File: config.mk
export PLATFORM = sky130hd
export DESIGN_NAME = mul_exec_stage
export DESIGN_NICKNAME = d
export VERILOG_FILES = /design/src/rtl/mul_exec_stage.sv
export SDC_FILE = /design/constraint.sdc
export NUM_CORES = 1
export LEC_CHECK = 0
export ABC_AREA = 1
export CAP_MARGIN = 20
export CELL_PAD_IN_SITES_DETAIL_PLACEMENT = 0
export CELL_PAD_IN_SITES_GLOBAL_PLACEMENT = 1
export CORE_UTILIZATION = 27
export CTS_CLUSTER_SIZE = 28
export DETAILED_ROUTE_END_ITERATION = 16
export PLACE_DENSITY_LB_ADDON = 0.1
export SLEW_MARGIN = 5
export SYNTH_ARGS = -nofsm -noshare
export SYNTH_HDL_FRONTEND = slang
export SYNTH_SLANG_ARGS = --single-unit
File: constraint.sdc
create_clock -name clk -period 12.3 [get_ports clk]
set_input_delay 1.23 -clock clk [delete_from_list [all_inputs] [get_ports clk]]
set_output_delay 1.23 -clock clk [all_outputs]
set_load 0.005 [all_outputs]
File: src/rtl/mul_exec_stage.sv
// mul_exec_stage: 16x16 unsigned shift-add multiplier on the stall-buffer word stream.
// Latency: bitlen(B)+1 cycles accept->out_valid (B==0: 1) with EARLY_TERM=1; 17 cycles with EARLY_TERM=0.
// Backpressure: stall_req held while busy or holding a word; 1-entry skid absorbs one in-flight word, further words are dropped (sticky overflow_err).
//
// Ports:
//   clk, reset        clock, asynchronous active-high reset
//   flush             synchronous flush, beats stall/accept/capture
//   stall             global freeze of the stage
//   in_valid, in_data word input, [31:16]=A multiplicand, [15:0]=B multiplier
//   out_valid         one-cycle result strobe, out_data = A*B
//   stall_req         combinational upstream stall request
//   busy              state != IDLE
//   overflow_err      sticky: a word was dropped because the skid was full
//   op_count          delivered results, wraps silently
module mul_exec_stage #(
  parameter int COUNT_W    = 16,
  parameter bit EARLY_TERM = 1'b1
) (
  input  logic               clk,
  input  logic               reset,
  input  logic               flush,
  input  logic               stall,
  input  logic               in_valid,
  input  logic [31:0]        in_data,
  output logic               out_valid,
  output logic [31:0]        out_data,
  output logic               stall_req,
  output logic               busy,
  output logic               overflow_err,
  output logic [COUNT_W-1:0] op_count
);

  typedef enum logic [1:0] {
    IDLE = 2'd0,
    CALC = 2'd1,
    DONE = 2'd2
  } state_t;

  state_t             state_q, state_d;
  logic [31:0]        a_q, a_d;
  logic [15:0]        b_q, b_d;
  logic [31:0]        acc_q, acc_d;
  logic [3:0]         iter_q, iter_d;
  logic               skid_vld_q, skid_vld_d;
  logic [31:0]        skid_dat_q, skid_dat_d;
  logic               ovf_q, ovf_d;
  logic [COUNT_W-1:0] cnt_q, cnt_d;

  logic [31:0] src;
  logic        accept;
  logic        in_taken;
  logic        skid_free;

  always_comb begin
    state_d    = state_q;
    a_d        = a_q;
    b_d        = b_q;
    acc_d      = acc_q;
    iter_d     = iter_q;
    skid_vld_d = skid_vld_q;
    skid_dat_d = skid_dat_q;
    ovf_d      = ovf_q;
    cnt_d      = cnt_q;

    // Skid word is older than the live input, so it goes first.
    src       = skid_vld_q ? skid_dat_q : in_data;
    accept    = (state_q == IDLE) && !stall && !flush && (skid_vld_q || in_valid);
    in_taken  = accept && !skid_vld_q;
    // Skid slot is reusable in the same cycle its word is being accepted.
    skid_free = !skid_vld_q || accept;

    if (flush) begin
      state_d    = IDLE;
      a_d        = '0;
      b_d        = '0;
      acc_d      = '0;
      iter_d     = '0;
      skid_vld_d = 1'b0;
      skid_dat_d = '0;
      ovf_d      = 1'b0;
    end else begin
      if (accept && skid_vld_q) begin
        skid_vld_d = 1'b0;
      end
      // Skid capture runs even while stalled.
      if (in_valid && !in_taken) begin
        if (skid_free) begin
          skid_vld_d = 1'b1;
          skid_dat_d = in_data;
        end else begin
          ovf_d = 1'b1;
        end
      end

      if (!stall) begin
        case (state_q)
          IDLE: begin
            if (accept) begin
              a_d    = {16'b0, src[31:16]};
              b_d    = src[15:0];
              acc_d  = '0;
              iter_d = '0;
              // Fixed-latency mode always walks all 16 bits, even for B==0.
              if ((src[15:0] == 16'd0) && (EARLY_TERM != 1'b0)) begin
                state_d = DONE;
              end else begin
                state_d = CALC;
              end
            end
          end
          CALC: begin
            if (b_q[0]) begin
              acc_d = acc_q + a_q;
            end
            a_d    = a_q << 1;
            b_d    = b_q >> 1;
            iter_d = iter_q + 4'd1;
            if (EARLY_TERM != 1'b0) begin
              if (b_q[15:1] == 15'd0) begin
                state_d = DONE;
              end
            end else if (iter_q == 4'd15) begin
              state_d = DONE;
            end
          end
          DONE: begin
            cnt_d   = cnt_q + COUNT_W'(1);
            state_d = IDLE;
          end
          default: state_d = IDLE;
        endcase
      end
    end
  end

  always_ff @(posedge clk or posedge reset) begin
    if (reset) begin
      state_q    <= IDLE;
      a_q        <= '0;
      b_q        <= '0;
      acc_q      <= '0;
      iter_q     <= '0;
      skid_vld_q <= 1'b0;
      skid_dat_q <= '0;
      ovf_q      <= 1'b0;
      cnt_q      <= '0;
    end else begin
      state_q    <= state_d;
      a_q        <= a_d;
      b_q        <= b_d;
      acc_q      <= acc_d;
      iter_q     <= iter_d;
      skid_vld_q <= skid_vld_d;
      skid_dat_q <= skid_dat_d;
      ovf_q      <= ovf_d;
      cnt_q      <= cnt_d;
    end
  end

  assign busy         = (state_q != IDLE);
  assign out_valid    = (state_q == DONE) && !stall && !flush;
  // Accumulator is a register and is held after DONE, so it doubles as the output.
  assign out_data     = acc_q;
  assign stall_req    = busy || skid_vld_q || in_valid;
  assign overflow_err = ovf_q;
  assign op_count     = cnt_q;

endmodule

==> results of run 1 <==
-- synth_stat cells (2+ instances only) --
cell                         n  area, sq um
sky130_fd_sc_hd__nand2_2     5        31.28
sky130_fd_sc_hd__nand2_1   414         1554
sky130_fd_sc_hd__xor2_1      9        78.83
sky130_fd_sc_hd__a21oi_1    28        140.1
sky130_fd_sc_hd__buf_6       6        67.56
sky130_fd_sc_hd__o221ai_1   11        96.34
sky130_fd_sc_hd__nor3_1      7        35.03
sky130_fd_sc_hd__o21ai_1     2        10.01
sky130_fd_sc_hd__nand3_2     2        20.02
sky130_fd_sc_hd__mux2i_1    10        100.1
sky130_fd_sc_hd__nor2_4      4        45.04
sky130_fd_sc_hd__nor2_2      3        18.77
sky130_fd_sc_hd__and2_1      4        25.02
sky130_fd_sc_hd__o21bai_1    3        22.52
sky130_fd_sc_hd__o22ai_1    16        100.1
sky130_fd_sc_hd__xnor2_1    11        96.34
sky130_fd_sc_hd__o32ai_1    16        140.1
sky130_fd_sc_hd__inv_1     181        679.4
sky130_fd_sc_hd__clkbuf_1   10        37.54
sky130_fd_sc_hd__o21ai_0    37        185.2
sky130_fd_sc_hd__or2_2       4        25.02
sky130_fd_sc_hd__nand4_1    14        87.58
sky130_fd_sc_hd__inv_2       4        15.01
sky130_fd_sc_hd__buf_1       3        11.26
sky130_fd_sc_hd__nand3_1    84        420.4
sky130_fd_sc_hd__o211ai_1    4        30.03
sky130_fd_sc_hd__buf_2      13        65.06
sky130_fd_sc_hd__ha_1       32        400.4
sky130_fd_sc_hd__nor2_1     93        349.1
sky130_fd_sc_hd__dfrtp_1   132         3303
-- worst paths after layout --
| check | startpoint | end |
|---|---|---|
| worst max-delay path | flush | out_valid |
| worst max register to register | skid_vld_q | skid_dat_q[19] |
| worst min register to register | op_count[15] | op_count[15] |
| worst min-delay path | op_count[15] | op_count[15] |
| max in group asynchronous | reset | out_data[10] |
| min in group asynchronous | reset | skid_dat_q[13] |
-- routing by layer --
layer  track usage [%]  share of wire [%]  vias up
li1                  -                  -     3876
met1             23.33                 51     3463
met2             26.90                 46       94
met3             2.828                2.2       15
met4             4.060                1.1        0
met5                 0                  0        -
-- layout make-up --
type / instances / area, sq um
Clock buffer: 17 / 425.4
Clock inverter: 15 / 202.7
Fill cell: 3269 / 19800
Inverter: 186 / 705.7
Multi-Input combinational cell: 823 / 4115
Sequential cell: 132 / 3303
Tap cell: 390 / 488.0
Timing Repair Buffer: 92 / 910.9
-- power breakdown --
group	internal (W)	switching [W]
sequential	0.000487	0.0000498
combinational	0.000129	0.000229
clock	0.000313	0.000238
-- cells by family (layout without fill, tap and decap cells) --
kind of cell | Yosys count | after routing
flip-flops | 132 | 132
adder cells (fa/ha/maj) | 33 | 33
AND/OR/NAND/NOR | 639 | 639
XOR/XNOR | 20 | 20
buffers and inverters | 219 | 310
AO/OA/AOI/OAI | 121 | 121
multiplexers | 10 | 10
-- worst max-delay path: stages --
cell and delay [ns]:
sky130_fd_sc_hd__clkdlybuf4s50_1 0.52, sky130_fd_sc_hd__inv_2 0.60, sky130_fd_sc_hd__nand3_2 0.33, sky130_fd_sc_hd__inv_1 0.15, sky130_fd_sc_hd__clkdlybuf4s50_1 0.51
-- sequential cells by signal, indices dropped and copies added (netlist names) --
register	count
overflow_err	1
skid_dat_q	32
state_q	2
out_data	32
a_q	32
op_count	16
b_q	16
skid_vld_q	1
-- through the flow --
step / cells / utilization (%) / worst slack (ns) / power [W]
final: 1655 / 33.89 / 7.725 / 0.001446
after floorplan: 1174 / - / 7.544 / 0.0007707
after global placement: 1623 / 31.79 / 7.709 / 0.0009103
after global routing: 1655 / 33.89 / 7.532 / 0.001544
after CTS: 1655 / 33.89 / 7.663 / 0.001473
after detailed placement: 1623 / 31.79 / 7.670 / 0.0009089
==> flow_results.org, run 1 <==
** Place
- Input and output buffers added on the ports amount to 88.
- Gp weighted congestion :: 0.8029
- Hpwl dp :: 18840 microns
- After detailed placement, the total cell area comes to 9523 sq um.

** Finish
- The finished cells cover 10150 sq um.
- Area overhead of the layout relative to synthesis :: 22.18%
- Cells with a size suffix above 1 make up 4.980% of the layout.
- The repair_antennas step left the layout with diodes totalling 0.
- Post-layout nets :: 1322
- Most common library cell in the layout ignoring fill and taps :: sky130_fd_sc_hd__nand2_1
- Most frequent cells in the layout :: sky130_fd_sc_hd__nand2_1, sky130_fd_sc_hd__inv_1, sky130_fd_sc_hd__dfrtp_1

** Worst hold path
- Counting instances, the worst hold path has a depth of 1.
- Hold crit path type :: register to register

** STA
- Dividing the final minimum period by the clock period gives 37.19%.
- For the pin with the worst max-slew slack, the measured transition is 0.9093 ns.
- Final count of hold timing violations :: 0
- Across all hold checks on the routed design, the worst slack comes to 0.4785 ns.
- After layout, the minimum clock period comes to 4.575 ns.
- The worst pin sits at a relative slew slack of 39.24%.
- Setup violations remaining at the end of the flow were counted as 0.
- Between clock sinks in the finished design, the worst skew comes to 0.01800 ns.
- After routing, the total negative slack on setup checks comes to 0 ns.
- Setup repair after global routing left no endpoint under its margin.
- Number of max-slew violations in the final report :: 0
- Max frequency :: 218.6 MHz

** GRT
- The via count of the first global-routing pass is 7323.
- Residual overflow from global routing :: 0
- Number of antenna violations at the first check in global routing :: 0
- Across every metal layer, demand over resource in global routing totals 16.78%.
- Wire length of the first global-routing pass :: 40480 microns
- Pin count of the biggest net entering global routing :: 81

** Power
- Across the VDD grid, the largest voltage drop is 93.82 uV.
- The analysis attributes to cell leakage a power of 5.241 nW.
- Power density relative to cell area :: 142.4 nW/um^2

** Synthesis
- After technology mapping, the gate count stands at 1174.
- In the synthesized netlist the async set-or-reset flop fraction comes to 100.0%.
- FF+latch count, synth :: 132
- The synthesized netlist devotes 9.111% of its cell area to compound gates.
- Dominant combinational cell family by area after synthesis :: simple AND/OR/NAND/NOR gates
- Number of unique standard cell types used by synthesis :: 42
- Yosys printed 0 warnings.
- Of the total synthesized cell area, the portion taken by full adders, half adders and majority gates is 5.060%.
- The most used flip-flop cell after synthesis is sky130_fd_sc_hd__dfrtp_1.
- Area share of and/or/nand/nor cells after synthesis :: 32.05%
- Netlist Area Pre-Place :: 8308 sq um
- Dividing the synthesized area by the synthesized cell count gives 7.077 sq um.
- Count of flip-flops with a built-in enable after synthesis :: 0
- The number of nets in the synthesized netlist is 1244.
- Synthesized-area fraction occupied by xor and xnor cells :: 2.108%
- Portion of the post-synthesis area used by sequential elements :: 39.76%
- Share of cell area taken by muxes after synthesis :: 1.205%

** Drt
- The first detailed-routing pass took 7 iterations.
- Antenna violation net count after detailed routing :: 0
- DRC violations left :: 0
- Initial DRC count :: 448
- Average via count per standard cell :: 4.500
- After detailed routing, the total wire length is 25360 microns.
- Vias after detailed routing :: 7448
- Routed len/inst :: 15.32 microns

** Floorplan
- The die is 177.4 microns wide.
- The total area inside the core boundary comes to 29950 sq um.
- Total I/O pin count :: 89
- Initial core utilization :: 27.74%
- Die ar. :: 31480 sq um
- The floorplan step set the die height to 177.4 microns.
- The floorplan has 63 rows.

** Job
- Max-cap violations in this run came to 0.

** Worst setup path
- The setup check on the worst reg-to-reg path leaves a slack of 9.04 ns.
- STA classifies the critical path endpoint as an output pin.
- Measured in cells, the most critical reg-to-reg path has a length of 7.
- In this run the worst path has a maximum fanout of 39.
- The worst setup path is launched from an input pin.
- By startpoint and endpoint, the worst setup path is classified as input pin to output pin.
- Crit path arrival time :: 3.34 ns
- Data required time at the worst endpoint :: 11.07 ns

** Clock tree
- Clock latency on the worst-skew pair, taken at its later pin, is 0.43 ns.
- Post-cts resize count :: 0
- Total CTS buffers :: 17
- Total number of H-tree levels :: 4
- Post-CTS setup-driven buffer insertion count :: 0
- CTS root buf :: sky130_fd_sc_hd__clkbuf_16
- In this run, post-CTS hold repair placed 0 buffers.
- Maximum buffer depth of the clock tree :: 2
- Counting every sink on the clock net gives 132.
- Clock-pin slew was measured on the worst setup and hold paths at 0.08 ns.
- CTS tree :: built

** Run status
- Result of the run :: complete, no violations
Power figures use the tool's default switching activity.
==> run 2: changes to the inputs <==
==> constraint.sdc (replaced) <==
create_clock -name clk -period 4.2 [get_ports clk]
set_input_delay 0.42 -clock clk [delete_from_list [all_inputs] [get_ports clk]]
set_output_delay 0.42 -clock clk [all_outputs]
set_load 0.005 [all_outputs]
==> run 2 against run 1 <==
Against the previous run:
- critical path depth is 1 higher
- final cell count is 0.36% higher
- sequential share of layout area is 0.064 points lower
- sequential cell count stayed put
- clock power grew to 2.8 times the previous value
- total power grew to 2.9 times the previous value
- cell area is 0.20% higher
- sequential power grew to 2.9 times the previous value
==> flow_results.org, run 2 (same netlist as run 1, synthesis figures left out) <==
** Run status
- The flow ran to the end, and the final reports show no timing, DRC or antenna violations.

** Drt
- Post-detailed-routing wire length :: 25540 microns (+0.74%)
- Routed len/inst :: 15.38 microns (+0.37%)
- Drt first pass iters :: 5 (-2)
- The remaining antenna violation count was 0 (unchanged).
- The routed via count came to 7481 (+0.44%).
- The DRC violation count after routing is 0 (unchanged).
- The initial DRC count came to 470 (+4.9%).
- The via density per instance is 4.504 (about the same).

** Clock tree
- CTS root buf :: sky130_fd_sc_hd__clkbuf_16
- TritonCTS built the clock tree.
- The number of hold buffers added after CTS was 0 (unchanged).
- The clock latency at the later pin of the worst-skew pair is 0.42 ns (about the same).
- The quantity of gates resized following cts is 0 (unchanged).
- Count of clock tree sinks :: 132 (unchanged)
- Total CTS buffers :: 17 (unchanged)
- The post-CTS setup repair buffer count came to 0 (unchanged).
- CTS clk-pin slew, worst paths :: 0.07 ns (about the same)
- The total number of H-tree levels is 4 (unchanged).
- The buffer depth of the longest clock path is 2 (unchanged).

** Floorplan
- The I/O pin count was 89 (unchanged).
- The area of the core region is 29950 sq um (unchanged).
- The height of the die is 177.4 microns (unchanged).
- Chip Width :: 177.4 microns (unchanged)
- Die ar. :: 31480 sq um (unchanged)
- Rows :: 63 (unchanged)
- The initial core utilization was 27.74% (unchanged).

** Finish
- Leaving out fill and tap cells, the most frequent cell in the layout is sky130_fd_sc_hd__nand2_1.
- Share of final-layout standard cells stronger than drive strength 1 :: 5.429% (+0.45 points)
- The area taken by flip-flops and latches came to 3303 sq um (unchanged).
- The area growth from synthesis to layout is 22.42%.
- The antenna diode count came to 0 (unchanged).
- The net count reported at finish was 1328 (+0.45%).
- The count of filler cells inserted in the layout came to 3290 (+0.64%).
- Most frequent cells in the layout :: sky130_fd_sc_hd__nand2_1, sky130_fd_sc_hd__inv_1, sky130_fd_sc_hd__dfrtp_1
- Final core utilization :: 33.96% (+0.067 points)
- The multi-input logic area is 4115 sq um (unchanged).

** Power
- Leakage component of the power :: 5.262 nW (+0.40%)
- Maximum VDD drop :: 263.9 uV (+180%)
- The areal power density over the cells is 411.9 nW/um^2 (+190%).

** STA
- Worst clock skew :: 0.01630 ns (-0.001697 ns)
- Final count of hold timing violations :: 0 (unchanged)
- For the finished layout, the period the worst path requires is 2.964 ns.
- Setup_tns :: 0 ns (unchanged)
- Endpoints failing setup :: 0 (unchanged)
- RSZ-0062 raised after global routing :: false
- Slew margin rel. :: 33.83% (-5.4 points)
- Derived from the worst setup path, the maximum achievable clock frequency is 337.4 MHz.
- The max-slew violation count was 0 (unchanged).
- The final critical path takes up 70.57% of the cycle.
- The slew at the pin closest to its max-slew limit came to 0.9901 ns (+0.08088 ns).

** Place
- The final weighted congestion in routability-driven placement came to 0.8111 (+1.0%).
- The post-detailed-placement half-perimeter wirelength was 19370 microns (+2.8%).
- The number of buffer cells added on primary ports came to 88 (unchanged).

** Worst setup path
- The critical path is of the input pin to output pin type.
- The critical path data arrival time came to 2.54 ns (-0.80 ns).
- Critical Path Sink Type :: output pin
- The largest fanout of any net on the critical path came to 21 (-46%).
- Data required time at the worst endpoint :: 3.78 ns (-7.29 ns)
- STA classifies the critical path startpoint as an input pin.

** GRT
- Residual overflow from global routing :: 0 (unchanged)
- Number of antenna violations at the first check in global routing :: 0 (unchanged)
- The pin count of the biggest net entering global routing is 80 (-1.2%).
- The global-route wire length before repair was 41430 microns (+2.4%).
- The via count of the first global-routing pass was 7541 (+3.0%).
- Aggregate global-route resource usage :: 17.09% (+0.31 points)

** Job
- The count of max-cap constraint violations was 0 (unchanged).

** Worst hold path
- In this run the worst hold path is classified as register to register.
-- run 2: path summary, 6_finish.rpt --
| kind | start | end | slack (ns) | cells past startpoint |
|---|---|---|---|---|
| max reg2reg | skid_vld_q | skid_dat_q[26] | 1.79 | 8 |
| min | op_count[15] | op_count[15] | 0.48 | 1 |
| min reg2reg | op_count[15] | op_count[15] | 0.48 | 1 |
| min in group asynchronous | reset | skid_dat_q[19] | 0.50 | 2 |
| max | flush | out_valid | 1.24 | 6 |
| max in group asynchronous | reset | out_data[13] | 2.82 | 3 |
-- run 2: cell type report --
class	instances	area share [%]
clock buffers	17	4.183
multi-input cells	823	40.46
clock inverters	15	1.747
repair buffers	98	9.398
flip-flops and latches	132	32.48
inverters	186	6.938
well taps	390	4.798
-- run 2: metrics by stage --
step / setup slack, ns / total power, W / instances / cell area [sq um] / hold WS [ns]
finish: 1.236 / 0.004189 / 1661 / 10170 / 0.4818
global placement: 1.218 / 0.002674 / 1629 / 9568 / 0.4685
CTS: 1.210 / 0.004268 / 1661 / 10170 / 0.4923
global route: 1.059 / 0.004467 / 1661 / 10170 / 0.5177
detailed placement: 1.220 / 0.002672 / 1629 / 9568 / 0.4776
floorplan: 0.2540 / 0.002257 / 1174 / 8308 / 0.4590
-- run 2: metal layers --
layer,vias to the layer above,GRT usage [%],share of wire [%],routed length (microns)
li1,3894,-,-,-
met1,3459,23.42,50,12660
met3,14,2.378,2.7,695
met2,114,28.47,47,12000
met5,-,0,0,0
met4,0,3.526,0.74,189
-- run 2: worst max-delay path, stage by stage --
cell	delay, ns
sky130_fd_sc_hd__clkdlybuf4s50_1	0.53
sky130_fd_sc_hd__inv_2	0.35
sky130_fd_sc_hd__buf_4	0.34
sky130_fd_sc_hd__nand3_2	0.24
sky130_fd_sc_hd__inv_1	0.14
sky130_fd_sc_hd__clkdlybuf4s50_1	0.51
-- run 2: power by group --
part           total, W  switching (W)  internal [W]
registers       0.00157       0.000141       0.00143
clock network   0.00156       0.000699      0.000857
logic           0.00106       0.000680      0.000385
total           0.00419        0.00152       0.00267
==> run 3: changes to the inputs <==
==> constraint.sdc (replaced) <==
create_clock -name clk -period 2.63 [get_ports clk]
set_input_delay 0.263 -clock clk [delete_from_list [all_inputs] [get_ports clk]]
set_output_delay 0.263 -clock clk [all_outputs]
set_load 0.005 [all_outputs]
==> run 3 against run 2 <==
Against the previous run:
- critical path depth up 7
- critical endpoint is now out_data[24]
- setup slack worse by 0.86 ns
- sequential power up 59%
- combinational power up 65%
==> flow_results.org, run 3 (same netlist as run 1, synthesis figures left out) <==
** STA
- Slew at the pin closest to its max-slew limit :: 0.6465 ns (-0.3436 ns)
- The number of hold violations in the final report came to 0 (unchanged).
- The max-slew violation count was 0 (unchanged).
- Worst clock skew :: 0.01142 ns (-0.004881 ns)
- Slew margin rel. :: 56.79% (+23 points)
- Endpoints failing setup :: 0 (unchanged)
- Part of the cycle the worst path needs :: 85.71%
- Setup repair after global routing left no endpoint under its margin.
- Setup_tns :: 0 ns (unchanged)
- Counting I/O delays and the setup requirement, the final critical path takes 2.254 ns.
- Max frequency :: 443.6 MHz

** Drt
- Vias after detailed routing :: 7595 (+1.5%)
- Routed signal wires occupy layers up through met4.
- Average via count per standard cell :: 4.551 (+1.0%)
- DRC violations left :: 0 (unchanged)
- The sum of routed wire length over all layers came to 26290 microns (+2.9%).
- The met2 wirelength from detailed routing came to 12380 microns (+3.2%).
- The detailed route wirelength on metal3 came to 718 microns (+3.3%).
- Drt first pass iters :: 5 (unchanged)
- The remaining antenna violation count was 0 (unchanged).
- Initial DRC count :: 511 (+8.7%)
- The mean routed wirelength per cell was 15.75 microns (+2.4%).
- Met1 wire length :: 12900 microns (+1.9%)

** Power
- The combinational fraction of design power is 26.5% (+1.1 points).
- Sequential group share of total power :: 38.0% (+0.6 points)
- The power dissipated by switching net loads is 0.002330 W (+53%).
- The leakage component of the power was 5.279 nW (+0.31%).
- Internal :: 0.004262 W (+60%)
- The portion of total power attributed to the clock network is 35.5% (-1.6 points).
- Power density relative to cell area :: 645.3 nW/um^2 (+57%)
- The switching share of total power is 35.34% (-0.96 points).
- The largest vdd supply drop is 401.9 uV (+52%).

** Place
- Cell area after placement :: 9652 sq um (+0.88%)
- The number of buffer cells added on primary ports was 88 (unchanged).
- Gp weighted congestion :: 0.8012 (-1.2%)
- The post-detailed-placement half-perimeter wirelength came to 19820 microns (+2.3%).

** Worst setup path
- The worst setup path is launched from a register.
- Crit path arrival time :: 2.58 ns (+0.04 ns)
- Worst Path Buf+Inv :: 2 (-3)
- In this design, the largest share of critical-path delay is due to simple AND/OR/NAND/NOR gates.
- The worst setup path is captured at a register.
- Walking the worst path, the cells encountered are ha_1 > inv_1 > fa_1 > inv_1 > nand3_1 > nand3_1 > nand2_1 > nand2_1 > nand2_1 > nand3_1 > nand2_1 > nand3_1 > nand2_1.
- The largest fanout of any net on the critical path came to 4 (-81%).
- The critical path is of the register to register type.
- Delay contributed by the slowest stage of the critical path :: 0.39 ns (-0.14 ns)
- The required time of the worst setup path came to 2.95 ns (-0.83 ns).
- The cell that appears most often on the critical path is sky130_fd_sc_hd__nand2_1.
- On the critical path, the stage with the largest delay is an instance of sky130_fd_sc_hd__fa_1.
- First element of the critical path :: a_q[0]
- The worst register-to-register path begins at a_q[0].

** Run status
- The flow ran to the end, and the final reports show no timing, DRC or antenna violations.

** GRT
- Number of antenna violations at the first check in global routing :: 0 (unchanged)
- Pin count of the biggest net entering global routing :: 83 (+3.8%)
- Aggregate global-route resource usage :: 17.66% (+0.57 points)
- Residual overflow from global routing :: 0 (unchanged)
- Vias in the first global route :: 7525 (-0.21%)
- Wire length of the first global-routing pass :: 42090 microns (+1.6%)

** Floorplan
- The die area is 31480 sq um (unchanged).
- The area of the core region came to 29950 sq um (unchanged).
- The I/O pin count is 89 (unchanged).
- The height of the die came to 177.4 microns (unchanged).
- Rows :: 63 (unchanged)
- Initial core utilization :: 27.74% (unchanged)
- The die outline width came to 177.4 microns (unchanged).

** Finish
- The multi-input logic area was 4115 sq um (unchanged).
- Fin area :: 10220 sq um (+0.44%)
- Number of diodes added for antenna fixing :: 0 (unchanged)
- Leaving out fill and tap cells, the most frequent cell in the layout is sky130_fd_sc_hd__nand2_1.
- Most frequent cells in the layout :: sky130_fd_sc_hd__nand2_1, sky130_fd_sc_hd__inv_1, sky130_fd_sc_hd__dfrtp_1
- Filler cell count :: 3273 (-0.52%)
- The ratio of cells with drive above 1 in the final layout was 6.020% (+0.59 points).
- The net count reported at finish came to 1336 (+0.60%).
- FF/Latch Area :: 3303 sq um (unchanged)
- Area overhead of the layout relative to synthesis :: 22.97%

** Clock tree
- Total number of H-tree levels :: 4 (unchanged)
- CTS tree :: built
- The cell sitting at the root of the clock tree is a sky130_fd_sc_hd__clkbuf_16.
- The quantity of gates resized following cts is 0 (unchanged).
- The clock latency at the later pin of the worst-skew pair came to 0.43 ns (about the same).
- Hold-fix buffer count after cts :: 0 (unchanged)
- The buffer depth of the longest clock path is 2 (unchanged).
- Post-CTS setup-driven buffer insertion count :: 0 (unchanged)
- The number of buffers added by the clock tree synthesis step is 17 (unchanged).
- CTS clk-pin slew, worst paths :: 0.06 ns (about the same)
- Count of clock tree sinks :: 132 (unchanged)

** Job
- Total of max-cap violations :: 0 (unchanged)

** Worst hold path
- Hold crit path type :: input pin to async pin
-- run 3: cell types whose count changed in the layout (fill, tap and decap cells not counted) --
cell	delta
sky130_fd_sc_hd__buf_4	+6
sky130_fd_sc_hd__clkinv_2	+4
sky130_fd_sc_hd__clkinvlp_4	+4
sky130_fd_sc_hd__inv_8	-4
sky130_fd_sc_hd__inv_6	-3
sky130_fd_sc_hd__buf_12	+2
sky130_fd_sc_hd__clkinv_8	-2
sky130_fd_sc_hd__clkbuf_8	+1
-- run 3: area by class of cell --
type,instances,area share [%]
clock buffers,18,4.299
clock inverters,14,1.225
inverters,186,6.895
multi-input cells,823,40.28
flip-flops and latches,132,32.33
well taps,390,4.777
repair buffers,106,10.19
-- run 3: routing by layer --
metal,vias to the layer above,global-route usage (%)
met3,16,2.892
met5,-,0
met2,119,28.96
met4,0,4.345
met1,3556,24.04
li1,3904,-
-- run 3: power groups by stage --
stage / clock, W / combinational (W) / sequential [W]
CTS: 0.00244 / 0.00178 / 0.00251
detailed placement: 0 / 0.00177 / 0.00254
floorplan: 0 / 0.00115 / 0.00246
global placement: 0 / 0.00179 / 0.00254
finish: 0.00234 / 0.00175 / 0.00250
global route: 0.00252 / 0.00197 / 0.00254
-- run 3: final timing paths --
kind | endpoint | slack, ns | cells after the start
worst max-delay path | out_data[24] | 0.38 | 13
worst min-delay path | skid_dat_q[21] | 0.12 | 2
worst max register to register | out_data[24] | 0.38 | 13
worst min register to register | op_count[15] | 0.49 | 1
max in group asynchronous | out_data[26] | 1.76 | 3
min in group clk | skid_dat_q[12] | 0.39 | 3
-- run 3: per-stage QoR --
step	total power [W]	setup WS, ns	instances	hold slack, ns	utilization [%]
CTS	0.006732	0.3572	1669	0.1068	34.11
detailed placement	0.004316	0.3727	1637	0.4757	32.22
floorplan	0.003605	0.7298	1174	0.3261	-
global route	0.007028	0.1228	1669	0.1393	34.11
global placement	0.004325	0.3972	1637	0.4721	32.22
finish	0.006592	0.3758	1669	0.1243	34.11
